**config.mk**
```make
export PLATFORM = sky130hd
export DESIGN_NAME = sram_128b_port_ctrl_flat
export DESIGN_NICKNAME = d
export VERILOG_FILES = /design/src/rtl/sram_128b_port_ctrl_pkg.sv /design/src/rtl/sram_128b_port_ctrl_if.sv /design/src/rtl/sram_128b_port_ctrl_rsp_fifo.sv /design/src/rtl/sram_128b_port_ctrl.sv /design/src/flat_wrapper.sv
export SDC_FILE = /design/constraint.sdc
export NUM_CORES = 1
export LEC_CHECK = 0
export CAP_MARGIN = 20
export CORE_AREA = 2 2 235 237
export CTS_BUF_LIST = sky130_fd_sc_hd__clkbuf_2
export DETAILED_ROUTE_END_ITERATION = 12
export DIE_AREA = 0 0 237 239
export PLACE_DENSITY = 0.64
export REMOVE_ABC_BUFFERS = 1
export SYNTH_ARGS = -nofsm -noshare
export SYNTH_HDL_FRONTEND = slang
export SYNTH_HIERARCHICAL = 1
export SYNTH_SLANG_ARGS = --single-unit
```
**constraint.sdc**
```tcl
create_clock -name clk -period 14.8 [get_ports clk]
set_input_delay 4.44 -clock clk [delete_from_list [all_inputs] [get_ports clk]]
set_output_delay 4.44 -clock clk [all_outputs]
set_load 0.005 [all_outputs]
```
**src/rtl/sram_128b_port_ctrl_pkg.sv**
```systemverilog
// Shared definitions for the 128-bit SRAM port controller.
// Contents:
//   SRAM_DATA_W / SRAM_STRB_W / SRAM_ADDR_W : macro geometry
//   ctrl_state_e                            : controller FSM states
//   prio_e                                  : round-robin priority holder
//   merge_bytes()                           : per-byte select of new vs old data
package sram_128b_pkg;

    localparam int SRAM_DATA_W = 128;
    localparam int SRAM_STRB_W = SRAM_DATA_W / 8;
    localparam int SRAM_ADDR_W = 15;

    typedef enum logic {
        ST_IDLE      = 1'b0,
        ST_RMW_MERGE = 1'b1
    } ctrl_state_e;

    typedef enum logic {
        PRIO_WR = 1'b0,
        PRIO_RD = 1'b1
    } prio_e;

    // Bytes with a set strobe take new_data, the rest keep old_data.
    function automatic logic [SRAM_DATA_W-1:0] merge_bytes(
        input logic [SRAM_STRB_W-1:0] strb,
        input logic [SRAM_DATA_W-1:0] new_data,
        input logic [SRAM_DATA_W-1:0] old_data
    );
        logic [SRAM_DATA_W-1:0] merged;
        merged = old_data;
        for (int i = 0; i < SRAM_STRB_W; i++) begin
            if (strb[i]) merged[i*8 +: 8] = new_data[i*8 +: 8];
        end
        return merged;
    endfunction

endpackage

```
**src/rtl/sram_128b_port_ctrl_if.sv**
```systemverilog
// Requester-side bundle of the SRAM port controller.
// Channels (valid/ready, transfer when valid && ready; the source holds
// its payload stable while valid && !ready):
//   write    : wr_valid, wr_ready, wr_addr, wr_data, wr_strb
//   read     : rd_valid, rd_ready, rd_addr
//   response : rsp_valid, rsp_ready, rsp_data
// master = requester, slave = controller.
interface sram_128b_port_ctrl_if
    import sram_128b_pkg::*;
#(
    parameter int ADDR_W = SRAM_ADDR_W
) ();

    logic                   wr_valid;
    logic                   wr_ready;
    logic [ADDR_W-1:0]      wr_addr;
    logic [SRAM_DATA_W-1:0] wr_data;
    logic [SRAM_STRB_W-1:0] wr_strb;

    logic                   rd_valid;
    logic                   rd_ready;
    logic [ADDR_W-1:0]      rd_addr;

    logic                   rsp_valid;
    logic                   rsp_ready;
    logic [SRAM_DATA_W-1:0] rsp_data;

    modport master (
        output wr_valid, wr_addr, wr_data, wr_strb,
        output rd_valid, rd_addr,
        output rsp_ready,
        input  wr_ready, rd_ready, rsp_valid, rsp_data
    );

    modport slave (
        input  wr_valid, wr_addr, wr_data, wr_strb,
        input  rd_valid, rd_addr,
        input  rsp_ready,
        output wr_ready, rd_ready, rsp_valid, rsp_data
    );

endinterface

```
**src/rtl/sram_128b_port_ctrl_rsp_fifo.sv**
```systemverilog
// Synchronous FIFO holding read responses until the consumer takes them.
// Ports:
//   clk, rst    : clock, synchronous active-high reset (drops contents)
//   push_i      : write push_data_i this cycle
//   pop_i       : remove the head entry this cycle
//   pop_data_o  : head entry (zero when empty)
//   count_o     : number of stored entries
//   empty_o     : no entries stored
module sram_rsp_fifo #(
    parameter int DEPTH = 3,
    parameter int WIDTH = 128,
    localparam int CNT_W = $clog2(DEPTH + 1),
    localparam int PTR_W = (DEPTH > 1) ? $clog2(DEPTH) : 1
) (
    input  logic             clk,
    input  logic             rst,
    input  logic             push_i,
    input  logic [WIDTH-1:0] push_data_i,
    input  logic             pop_i,
    output logic [WIDTH-1:0] pop_data_o,
    output logic [CNT_W-1:0] count_o,
    output logic             empty_o
);

    localparam logic [PTR_W-1:0] LAST_PTR = PTR_W'(DEPTH - 1);
    localparam logic [CNT_W-1:0] FULL_CNT = CNT_W'(DEPTH);

    logic [WIDTH-1:0] mem_q [DEPTH];
    logic [PTR_W-1:0] wr_ptr_q, wr_ptr_d;
    logic [PTR_W-1:0] rd_ptr_q, rd_ptr_d;
    logic [CNT_W-1:0] count_q, count_d;
    logic             do_push, do_pop;

    assign empty_o = (count_q == '0);
    assign count_o = count_q;
    assign do_pop  = pop_i && !empty_o;
    // A full FIFO still accepts a push when the head leaves the same cycle.
    assign do_push = push_i && ((count_q != FULL_CNT) || do_pop);
    assign pop_data_o = empty_o ? '0 : mem_q[rd_ptr_q];

    always_comb begin
        wr_ptr_d = wr_ptr_q;
        rd_ptr_d = rd_ptr_q;
        count_d  = count_q;
        if (do_push) wr_ptr_d = (wr_ptr_q == LAST_PTR) ? '0 : wr_ptr_q + PTR_W'(1);
        if (do_pop)  rd_ptr_d = (rd_ptr_q == LAST_PTR) ? '0 : rd_ptr_q + PTR_W'(1);
        case ({do_push, do_pop})
            2'b10:   count_d = count_q + CNT_W'(1);
            2'b01:   count_d = count_q - CNT_W'(1);
            default: count_d = count_q;
        endcase
    end

    always_ff @(posedge clk) begin
        if (rst) begin
            wr_ptr_q <= '0;
            rd_ptr_q <= '0;
            count_q  <= '0;
        end else begin
            wr_ptr_q <= wr_ptr_d;
            rd_ptr_q <= rd_ptr_d;
            count_q  <= count_d;
        end
    end

    // Storage needs no reset: entries are only visible through count_q.
    always_ff @(posedge clk) begin
        if (do_push) mem_q[wr_ptr_q] <= push_data_i;
    end

endmodule

```
**src/rtl/sram_128b_port_ctrl.sv**
```systemverilog
// Front-end controller for the 128-bit single-port SRAM macro.
// Arbitrates the write and read channels of `bus` onto the one SRAM port,
// turns partial-strobe writes into read-modify-write, and returns read data
// through a response FIFO so consumer backpressure never loses data.
// Ports:
//   clk, rst          : clock, synchronous active-high reset
//   bus (slave)       : write / read / response channels
//   sram_cen/wen      : macro chip enable / write enable
//   sram_addr/wdata   : macro address / write data
//   sram_wstrb        : macro byte strobes
//   sram_rdata        : macro read data, valid the cycle after a read issue
//   dbg_state_o       : current FSM state
module sram_128b_port_ctrl
    import sram_128b_pkg::*;
#(
    parameter int ADDR_W      = SRAM_ADDR_W,
    parameter int DATA_W      = SRAM_DATA_W,
    parameter int RSP_DEPTH   = 3,
    parameter bit PARTIAL_RMW = 1'b1
) (
    input  logic                   clk,
    input  logic                   rst,
    sram_128b_port_ctrl_if.slave   bus,
    output logic                   sram_cen,
    output logic                   sram_wen,
    output logic [ADDR_W-1:0]      sram_addr,
    output logic [DATA_W-1:0]      sram_wdata,
    output logic [SRAM_STRB_W-1:0] sram_wstrb,
    input  logic [DATA_W-1:0]      sram_rdata,
    output ctrl_state_e            dbg_state_o
);

    localparam int CNT_W = $clog2(RSP_DEPTH + 1);
    localparam logic [CNT_W:0] DEPTH_C = (CNT_W + 1)'(RSP_DEPTH);

    ctrl_state_e state_q, state_d;
    prio_e       prio_q, prio_d;
    logic        rd_inflight_q, rd_inflight_d;

    logic [CNT_W-1:0]  fifo_count;
    logic              fifo_empty;
    logic [DATA_W-1:0] fifo_head;
    logic [CNT_W:0]    occupancy;
    logic              rd_elig, wr_win, rd_win;
    logic              wr_ready_c, rd_ready_c, rsp_valid_c;

    // Slots already promised: stored responses plus the read whose data
    // arrives this cycle. A read is only granted if its response has a home.
    assign occupancy = {1'b0, fifo_count} + (CNT_W + 1)'(rd_inflight_q);
    assign rd_elig   = bus.rd_valid && (occupancy < DEPTH_C);

    always_comb begin
        state_d       = state_q;
        prio_d        = prio_q;
        rd_inflight_d = 1'b0;
        wr_win        = 1'b0;
        rd_win        = 1'b0;
        wr_ready_c    = 1'b0;
        rd_ready_c    = 1'b0;
        sram_cen      = 1'b0;
        sram_wen      = 1'b0;
        sram_addr     = '0;
        sram_wdata    = '0;
        sram_wstrb    = '0;
        // During reset nothing is issued, so a pending RMW write is dropped.
        if (!rst) begin
            case (state_q)
                ST_IDLE: begin
                    wr_win = bus.wr_valid && (!rd_elig || prio_q == PRIO_WR);
                    rd_win = rd_elig && (!bus.wr_valid || prio_q == PRIO_RD);
                    if (wr_win) begin
                        prio_d    = PRIO_RD;
                        sram_cen  = 1'b1;
                        sram_addr = bus.wr_addr;
                        if (bus.wr_strb == '1 || !PARTIAL_RMW) begin
                            sram_wen   = 1'b1;
                            sram_wdata = bus.wr_data;
                            sram_wstrb = bus.wr_strb;
                            wr_ready_c = 1'b1;
                        end else begin
                            // Fetch the old word; the request stays unacknowledged
                            // so its payload is still on the bus next cycle.
                            state_d = ST_RMW_MERGE;
                        end
                    end else if (rd_win) begin
                        prio_d        = PRIO_WR;
                        sram_cen      = 1'b1;
                        sram_addr     = bus.rd_addr;
                        rd_ready_c    = 1'b1;
                        rd_inflight_d = 1'b1;
                    end
                end
                ST_RMW_MERGE: begin
                    sram_cen   = 1'b1;
                    sram_wen   = 1'b1;
                    sram_addr  = bus.wr_addr;
                    sram_wdata = merge_bytes(bus.wr_strb, bus.wr_data, sram_rdata);
                    sram_wstrb = '1;
                    wr_ready_c = 1'b1;
                    state_d    = ST_IDLE;
                end
                default: state_d = ST_IDLE;
            endcase
        end
    end

    always_ff @(posedge clk) begin
        if (rst) begin
            state_q       <= ST_IDLE;
            prio_q        <= PRIO_WR;
            rd_inflight_q <= 1'b0;
        end else begin
            state_q       <= state_d;
            prio_q        <= prio_d;
            rd_inflight_q <= rd_inflight_d;
        end
    end

    assign rsp_valid_c = !rst && !fifo_empty;

    sram_rsp_fifo #(
        .DEPTH (RSP_DEPTH),
        .WIDTH (DATA_W)
    ) u_rsp_fifo (
        .clk         (clk),
        .rst         (rst),
        .push_i      (rd_inflight_q),
        .push_data_i (sram_rdata),
        .pop_i       (rsp_valid_c && bus.rsp_ready),
        .pop_data_o  (fifo_head),
        .count_o     (fifo_count),
        .empty_o     (fifo_empty)
    );

    assign bus.wr_ready  = wr_ready_c;
    assign bus.rd_ready  = rd_ready_c;
    assign bus.rsp_valid = rsp_valid_c;
    assign bus.rsp_data  = rsp_valid_c ? fifo_head : '0;
    assign dbg_state_o   = state_q;

endmodule

```
**src/flat_wrapper.sv**
```systemverilog
// flat-port wrapper written by rule: the top's interface ports become plain ports
module sram_128b_port_ctrl_flat import sram_128b_pkg::*;
#(
    parameter int ADDR_W      = SRAM_ADDR_W,
    parameter int DATA_W      = SRAM_DATA_W,
    parameter int RSP_DEPTH   = 3,
    parameter bit PARTIAL_RMW = 1'b1
)
  (clk, rst, sram_cen, sram_wen, sram_addr, sram_wdata, sram_wstrb, sram_rdata, dbg_state_o, bus_wr_valid, bus_wr_addr, bus_wr_data, bus_wr_strb, bus_rd_valid, bus_rd_addr, bus_rsp_ready, bus_wr_ready, bus_rd_ready, bus_rsp_valid, bus_rsp_data);
  sram_128b_port_ctrl_if #(.ADDR_W(ADDR_W)) bus_i ();
  input  logic clk;
  input  logic rst;
  output logic sram_cen;
  output logic sram_wen;
  output logic [ADDR_W-1:0] sram_addr;
  output logic [DATA_W-1:0] sram_wdata;
  output logic [SRAM_STRB_W-1:0] sram_wstrb;
  input  logic [DATA_W-1:0] sram_rdata;
  output ctrl_state_e dbg_state_o;
  input wire logic [$bits(bus_i.wr_valid)-1:0] bus_wr_valid;
  input wire logic [$bits(bus_i.wr_addr)-1:0] bus_wr_addr;
  input wire logic [$bits(bus_i.wr_data)-1:0] bus_wr_data;
  input wire logic [$bits(bus_i.wr_strb)-1:0] bus_wr_strb;
  input wire logic [$bits(bus_i.rd_valid)-1:0] bus_rd_valid;
  input wire logic [$bits(bus_i.rd_addr)-1:0] bus_rd_addr;
  input wire logic [$bits(bus_i.rsp_ready)-1:0] bus_rsp_ready;
  output wire logic [$bits(bus_i.wr_ready)-1:0] bus_wr_ready;
  output wire logic [$bits(bus_i.rd_ready)-1:0] bus_rd_ready;
  output wire logic [$bits(bus_i.rsp_valid)-1:0] bus_rsp_valid;
  output wire logic [$bits(bus_i.rsp_data)-1:0] bus_rsp_data;
  assign bus_i.wr_valid = bus_wr_valid;
  assign bus_i.wr_addr = bus_wr_addr;
  assign bus_i.wr_data = bus_wr_data;
  assign bus_i.wr_strb = bus_wr_strb;
  assign bus_i.rd_valid = bus_rd_valid;
  assign bus_i.rd_addr = bus_rd_addr;
  assign bus_i.rsp_ready = bus_rsp_ready;
  assign bus_wr_ready = bus_i.wr_ready;
  assign bus_rd_ready = bus_i.rd_ready;
  assign bus_rsp_valid = bus_i.rsp_valid;
  assign bus_rsp_data = bus_i.rsp_data;
  sram_128b_port_ctrl #(.ADDR_W(ADDR_W), .DATA_W(DATA_W), .RSP_DEPTH(RSP_DEPTH), .PARTIAL_RMW(PARTIAL_RMW)) u_core (.clk(clk), .rst(rst), .bus(bus_i), .sram_cen(sram_cen), .sram_wen(sram_wen), .sram_addr(sram_addr), .sram_wdata(sram_wdata), .sram_wstrb(sram_wstrb), .sram_rdata(sram_rdata), .dbg_state_o(dbg_state_o));
endmodule
```
==> results of run 1 <==
==> power by group through the flow <==
stage	clock (mW)	sequential, mW	combinational (mW)
2_1_floorplan	0	1.28	0.0954
3_3_place_gp	0	1.28	0.258
3_5_place_dp	0	1.28	0.262
4_1_cts	0.782	1.25	0.263
5_1_grt	0.834	1.25	0.280
6_report	0.745	1.25	0.259
==> layer usage <==
| layer | up-vias | wire (um) | part of all wire [%] |
|---|---|---|---|
| li1 | 6182 | - | - |
| met2 | 437 | 27300 | 51 |
| met1 | 6397 | 21700 | 40 |
| met3 | 74 | 3420 | 6.4 |
| met5 | - | 26 | 0.048 |
| met4 | 4 | 1390 | 2.6 |
==> through the flow <==
step	util (%)	TNS [ns]	cell area, um^2	hold slack [ns]
after global routing	48.3	0	26200	0.524
after global placement	46.5	0	25300	0.449
after detailed placement	46.5	0	25300	0.477
after CTS	48.3	0	26200	0.486
final	48.3	0	26200	0.488
after floorplan	-	-1003.08	18200	0.443
==> worst min path at each step <==
stage          slack, ns                                    endpoint  depth (start not counted)                                        from
4_1_cts             0.49                                   flip-flop                          2  u_core/u_rsp_fifo/rd_ptr_q[0]$_SDFFE_PP0P_
5_1_grt             0.52  u_core/u_rsp_fifo/rd_ptr_q[0]$_SDFFE_PP0P_                          2  u_core/u_rsp_fifo/rd_ptr_q[0]$_SDFFE_PP0P_
2_1_floorplan       0.44                                   flip-flop                          2  u_core/u_rsp_fifo/rd_ptr_q[0]$_SDFFE_PP0P_
3_5_place_dp        0.48                                   flip-flop                          2  u_core/u_rsp_fifo/rd_ptr_q[0]$_SDFFE_PP0P_
6_report            0.49                                   flip-flop                          2  u_core/u_rsp_fifo/rd_ptr_q[0]$_SDFFE_PP0P_
3_3_place_gp        0.45                                   flip-flop                          2  u_core/u_rsp_fifo/rd_ptr_q[0]$_SDFFE_PP0P_
==> state kept, by name (all words and copies together), names as in the netlist, named ones only <==
| name | cells |
|---|---|
| u_core/u_rsp_fifo/mem_q | 384 |
| u_core/u_rsp_fifo/count_o | 2 |
| u_core/u_rsp_fifo/rd_ptr_q | 2 |
| u_core/u_rsp_fifo/wr_ptr_q | 2 |
| u_core/dbg_state_o | 1 |
| u_core/prio_q | 1 |
| u_core/rd_inflight_q | 1 |
==> worst max-delay path, cell delays in order <==
cell	delay [ns]
clkdlybuf4s50_1	0.52
nand4_1	0.47
nor4_2	0.50
a41oi_4	0.29
buf_4	0.40
nor2_1	0.21
clkdlybuf4s50_1	0.52
==> final cells by class <==
class	count	area, um^2	area share (%)
antenna	3	7.51	0.0286
clock buffer	138	691	2.63
inverter	23	86.3	0.329
tap	704	881	3.36
multi-input combinational	847	6430	24.5
timing repair buffer	616	6140	23.4
sequential	395	11800	44.8
clock inverter	35	244	0.930
==> cell usage in the layout, fill, tap and decap left out, drive strengths merged, types with 2 or more instances in the layout <==
cell             n
or3              2
clkbuf         138
nand4            5
o21ai            4
a22o            15
nor3             2
clkinv          30
clkdlybuf4s50  599
edfxtp         384
diode            3
nor2           277
bufinv           4
a21oi            4
mux2i          258
buf             17
nand3            2
and2           129
nand2            3
nor4             2
nor3b            2
mux2           129
ha               3
inv             23
dfxtp           11
nor2b            2
==> cells by family after synthesis <==
logic type	synth area share, %
AND/OR/NAND/NOR	11.0
flip-flops	62.9
multiplexers	21.6
buffers and inverters	2.99
AO/OA/AOI/OAI	1.22
adder cells (fa/ha/maj)	0.201
XOR/XNOR	0.0937
==> results.yml, run 1 <==
status:
  status: "finished, final reports clean"
place:
  place_congestion: 0.755
  dp_cells: 2584
  dp_slack_ns: 3.02
  hpwl_mm: 35.8
  io_buffers: 599
power:
  netSwitchingPower_mw: 0.546
  p_sw_share_pct: 24.2
  internal_power_mw: 1.71
  power_density_nw_per_um2: 86.0
  pwr-share-clk_pct: 33.0
  ir_drop_mv: 0.0381
  finalPower_mw: 2.26
  p_seq_share_pct: 55.5
  leakagePower_nw: 8.69
  power_frac_comb_pct: 11.5
global_route:
  met1_usage_pct: 21.0
  busiest_layer: "met2"
  grtUsageTotal_pct: 18.4
  antenna_found_initial: 8
  grt_use_met3_pct: 5.12
  gr-total-overflow: 0
  grt_pass1_vias: 13600
  grt_first_pass_wirelength_mm: 78.8
  grt_max_degree: 129
  use_met2_pct: 32.6
logic_synthesis:
  synth_area_um2: 18700
  synth_most_common_cell: "edfxtp_1"
  avgSynthCellArea_um2: 13.9
  synth_edf_count: 384
  synth_area_leader_cell: "edfxtp_1"
  synth_flop_cell: "edfxtp_1"
  syn-instance-count: 1343
  synth_seq_cells: 395
  ys_top_cells_by_area: "edfxtp_1 62%, mux2i_1 14%, mux2_2 7.8%, nor2_1 5.2%, and2_1 4.3%"
  synth_top_cell_area_share_pct: 61.7
  synth_common_cells: "384 x edfxtp_1, 261 x nor2_1, 258 x mux2i_1"
  ys_seq_area_share_pct: 62.9
  ys_types: 38
  ys_warn_count: 6
  ys_async_sr_fraction_pct: 0
clocking:
  numCtsBuffers: 100
  postCtsHoldBufs: 0
  cts_setup_buffers: 0
  cts_tree: "built"
  clock_sink_count: 395
  post_cts_resized: 0
  cts_buffer_depth: 3
  htreeDepth: 3
  cts_root_buffer: "clkbuf_2"
  clk_pin_slew_worst_paths_ns: 0.11
  clk_latency_ns: 1.01
setup_path:
  critical_path.startpoint: "bus_wr_strb[15]"
  path_max_fanout: 77
  reg2reg_depth: 8
  critPathKind: "in -> out"
  setup.worst_path.start_class: "primary input"
  critPathCapture: "sram_wdata[35]"
  cp_data_arrival_time_ns: 7.47
  r2r-start: "u_core/u_rsp_fifo/count_o[0]$_SDFFE_PP0P_"
  cp-end-kind: "output port"
  r2r_slack_ns: 10.67
  r2r-end: "u_core/u_rsp_fifo/mem_q[1][98]$_DFFE_PP_"
  timing.critical_path.required_ns: 10.36
drt:
  viasPerCell: 4.74
  drtAntennaViolNets: 0
  route.detailed.drc: 0
  dr_total_vias: 13100
  wire_per_inst_um: 19.5
  drtPass1Iterations: 4
  drt_iter0_markers: 558
  wirelength_mm: 53.8
finish:
  syn2layout_area_growth_pct: 40.4
  nFillCells: 4896
  final_nets: 2293
  fin_cells: 2761
  layout-drive-gt1-share_pct: 15.6
sta:
  max_slew_margin_pct: 31.1
  fin_crit_ns: 11.91
  timing.fmax_ghz: 0.0839
  setup_viol: 0
  finalMaxSlewViolations: 0
  finalClockSkew_ns: 0.0668
  finalCritPeriodShare_pct: 80.5
  rsz0062_at_grt: "no"
  final_hold_viol_count: 0
  setup_slack_ns: 2.89
  tightest_slew_ns: 1.03
worst_hold_path:
  hp-class: "reg -> reg"
flow_run:
  maxCapViolCount: 0
floorplan:
  ios: 600
  coreArea_um2: 54300
  die_area_um2: 56600
  initial_core_util_pct: 34.4
  die_height_um: 239
  die_width_um: 237
  rows: 86
(Power assumes the default switching activity.)
==> inputs of run 2 (changes only) <==
CORE_AREA = 2 2 232 234   (was 2 2 235 237)
DIE_AREA = 0 0 234 236   (was 0 0 237 239)
PLACE_DENSITY = 0.63   (was 0.64)
clock period = 11.3 ns   (was 14.8 ns; I/O delays follow)
==> run 2 against run 1 <==
Net effect: clock skew is 0.020 ns lower; cell count hardly changed; worst hold slack better by 0.0071 ns; clock-buffer cell count is 8 higher; power is 28% higher; worst setup slack worse by 1.2 ns; critical path type unchanged; largest cell class unchanged; highest routed layer is now met4.
==> results.yml, run 2 (synthesized netlist as in run 1, its figures left out) <==
status:
  status: "finished, final reports clean"
clocking:
  cts_root_buffer: "clkbuf_2"
  numCtsBuffers: 99
  htreeDepth: 3
  clock_sink_count: 395
  postCtsHoldBufs: 0
  cts_setup_buffers: 0
  cts_buffer_depth: 3
  clk_pin_slew_worst_paths_ns: 0.11
  cts_tree: "built"
  post_cts_resized: 0
  clk_latency_ns: 1.03
floorplan:
  die_height_um: 236
  die_area_um2: 55200
  initial_core_util_pct: 35.2
  ios: 600
  die_width_um: 234
  coreArea_um2: 53100
  rows: 85
sta:
  hold_ws_ns: 0.495
  finalCritPeriodShare_pct: 85.0
  max_slew_margin_pct: 30.0
  rsz0062_at_grt: "no"
  tightest_slew_ns: 1.05
  setup_slack_ns: 1.69
  final_hold_viol_count: 0
  setup_viol: 0
  fin_crit_ns: 9.61
  timing.fmax_ghz: 0.104
  finalClockSkew_ns: 0.0469
  finalMaxSlewViolations: 0
global_route:
  antenna_found_initial: 4
  gr-total-overflow: 0
  grt_pass1_vias: 13700
  grt_first_pass_wirelength_mm: 77.7
  grt_max_degree: 131
  grtUsageTotal_pct: 18.8
flow_run:
  maxCapViolCount: 0
setup_path:
  cp_data_arrival_time_ns: 6.22
  r2r-end: "u_core/u_rsp_fifo/mem_q[1][101]$_DFFE_PP_"
  timing.critical_path.required_ns: 7.91
  reg2reg_depth: 8
  critPathKind: "in -> out"
  setup.worst_path.start_class: "primary input"
  r2r_slack_ns: 8.02
  path_max_fanout: 78
  r2r-start: "u_core/u_rsp_fifo/count_o[0]$_SDFFE_PP0P_"
  cp-end-kind: "output port"
place:
  place_congestion: 0.867
  io_buffers: 599
  dp_slack_ns: 1.80
  dp_cells: 2578
  hpwl_mm: 35.6
  placed_area_um2: 25300
drt:
  wirelength_mm: 53.4
  route.detailed.drc: 0
  wire_per_inst_um: 19.3
  drtPass1Iterations: 5
  top_layer_used: "met4"
  drtAntennaViolNets: 0
  wl_met1_mm: 20.9
  dr_wl_met2_mm: 27.5
  dr_total_vias: 13100
  drt_iter0_markers: 493
  wl_met3_mm: 3.66
  viasPerCell: 4.74
power:
  ir_drop_mv: 0.0499
  leakagePower_nw: 8.70
  power_density_nw_per_um2: 110
  finalPower_mw: 2.88
worst_hold_path:
  whs_path_depth: 2
  hp-class: "reg -> reg"
  hp-start: "u_core/u_rsp_fifo/rd_ptr_q[0]$_SDFFE_PP0P_"
finish:
  final_common_cell: "clkdlybuf4s50_1"
  final_nets: 2294
  nFillCells: 4788
  final_area_um2: 26200
  layout-drive-gt1-share_pct: 16.0
  largest_register_ffs: 384
  top_register: "u_core/u_rsp_fifo/mem_q"
  syn2layout_area_growth_pct: 40.0
  final_cell_mix: "599 x clkdlybuf4s50_1, 384 x edfxtp_1, 259 x nor2_1"
  fin_cells: 2763
run 2: layer usage:
layer / global-route usage (%) / vias up
li1: - / 6194
met4: 7.25 / 0
met1: 20.9 / 6376
met3: 5.15 / 76
met2: 33.6 / 460
met5: 0 / -
run 2: report_power, final:
part | internal [mW] | switching [mW] | leakage (nW)
Clock | 0.346 | 0.560 | 0.677
Sequential | 1.63 | 0.00716 | 3.57
Combinational | 0.187 | 0.151 | 4.46
Total | 2.16 | 0.718 | 8.70
run 2: final cells by class:
cell class | instances | area (um^2) | share of cell area, %
flip-flops and latches | 395 | 11800 | 44.9
well taps | 696 | 871 | 3.33
multi-input cells | 847 | 6430 | 24.6
diodes | 4 | 10.0 | 0.0382
repair buffers | 618 | 6150 | 23.5
clock inverters | 34 | 134 | 0.511
inverters | 23 | 86.3 | 0.330
clock buffers | 146 | 731 | 2.79
run 2: per-stage QoR:
| step | TNS, ns | util (%) |
|---|---|---|
| final | 0 | 49.3 |
| after global routing | 0 | 49.3 |
| after CTS | 0 | 49.3 |
| after detailed placement | 0 | 47.7 |
| after global placement | 0 | 47.7 |
| after floorplan | -2241.57 | - |
run 2: how the worst max path moves through the flow:
stage	start	to	slack, ns
floorplan	rst	u_core/u_rsp_fifo/mem_q[1][0]$_DFFE_PP_	-5.23
global placement	bus_wr_strb[13]	sram_wdata[17]	1.82
detailed placement	rst	sram_addr[1]	1.80
CTS	bus_wr_strb[12]	sram_wdata[17]	1.80
global route	bus_wr_strb[12]	sram_wdata[61]	1.71
finish	bus_wr_strb[12]	sram_wdata[103]	1.69
run 2: worst max-delay path: stages:
cell and delay, ns:
clkdlybuf4s50_1 0.53, nand4_1 0.47, nor4_2 0.46, a41oi_4 0.17
buf_4 0.34, nor2_1 0.22, clkdlybuf4s50_1 0.51
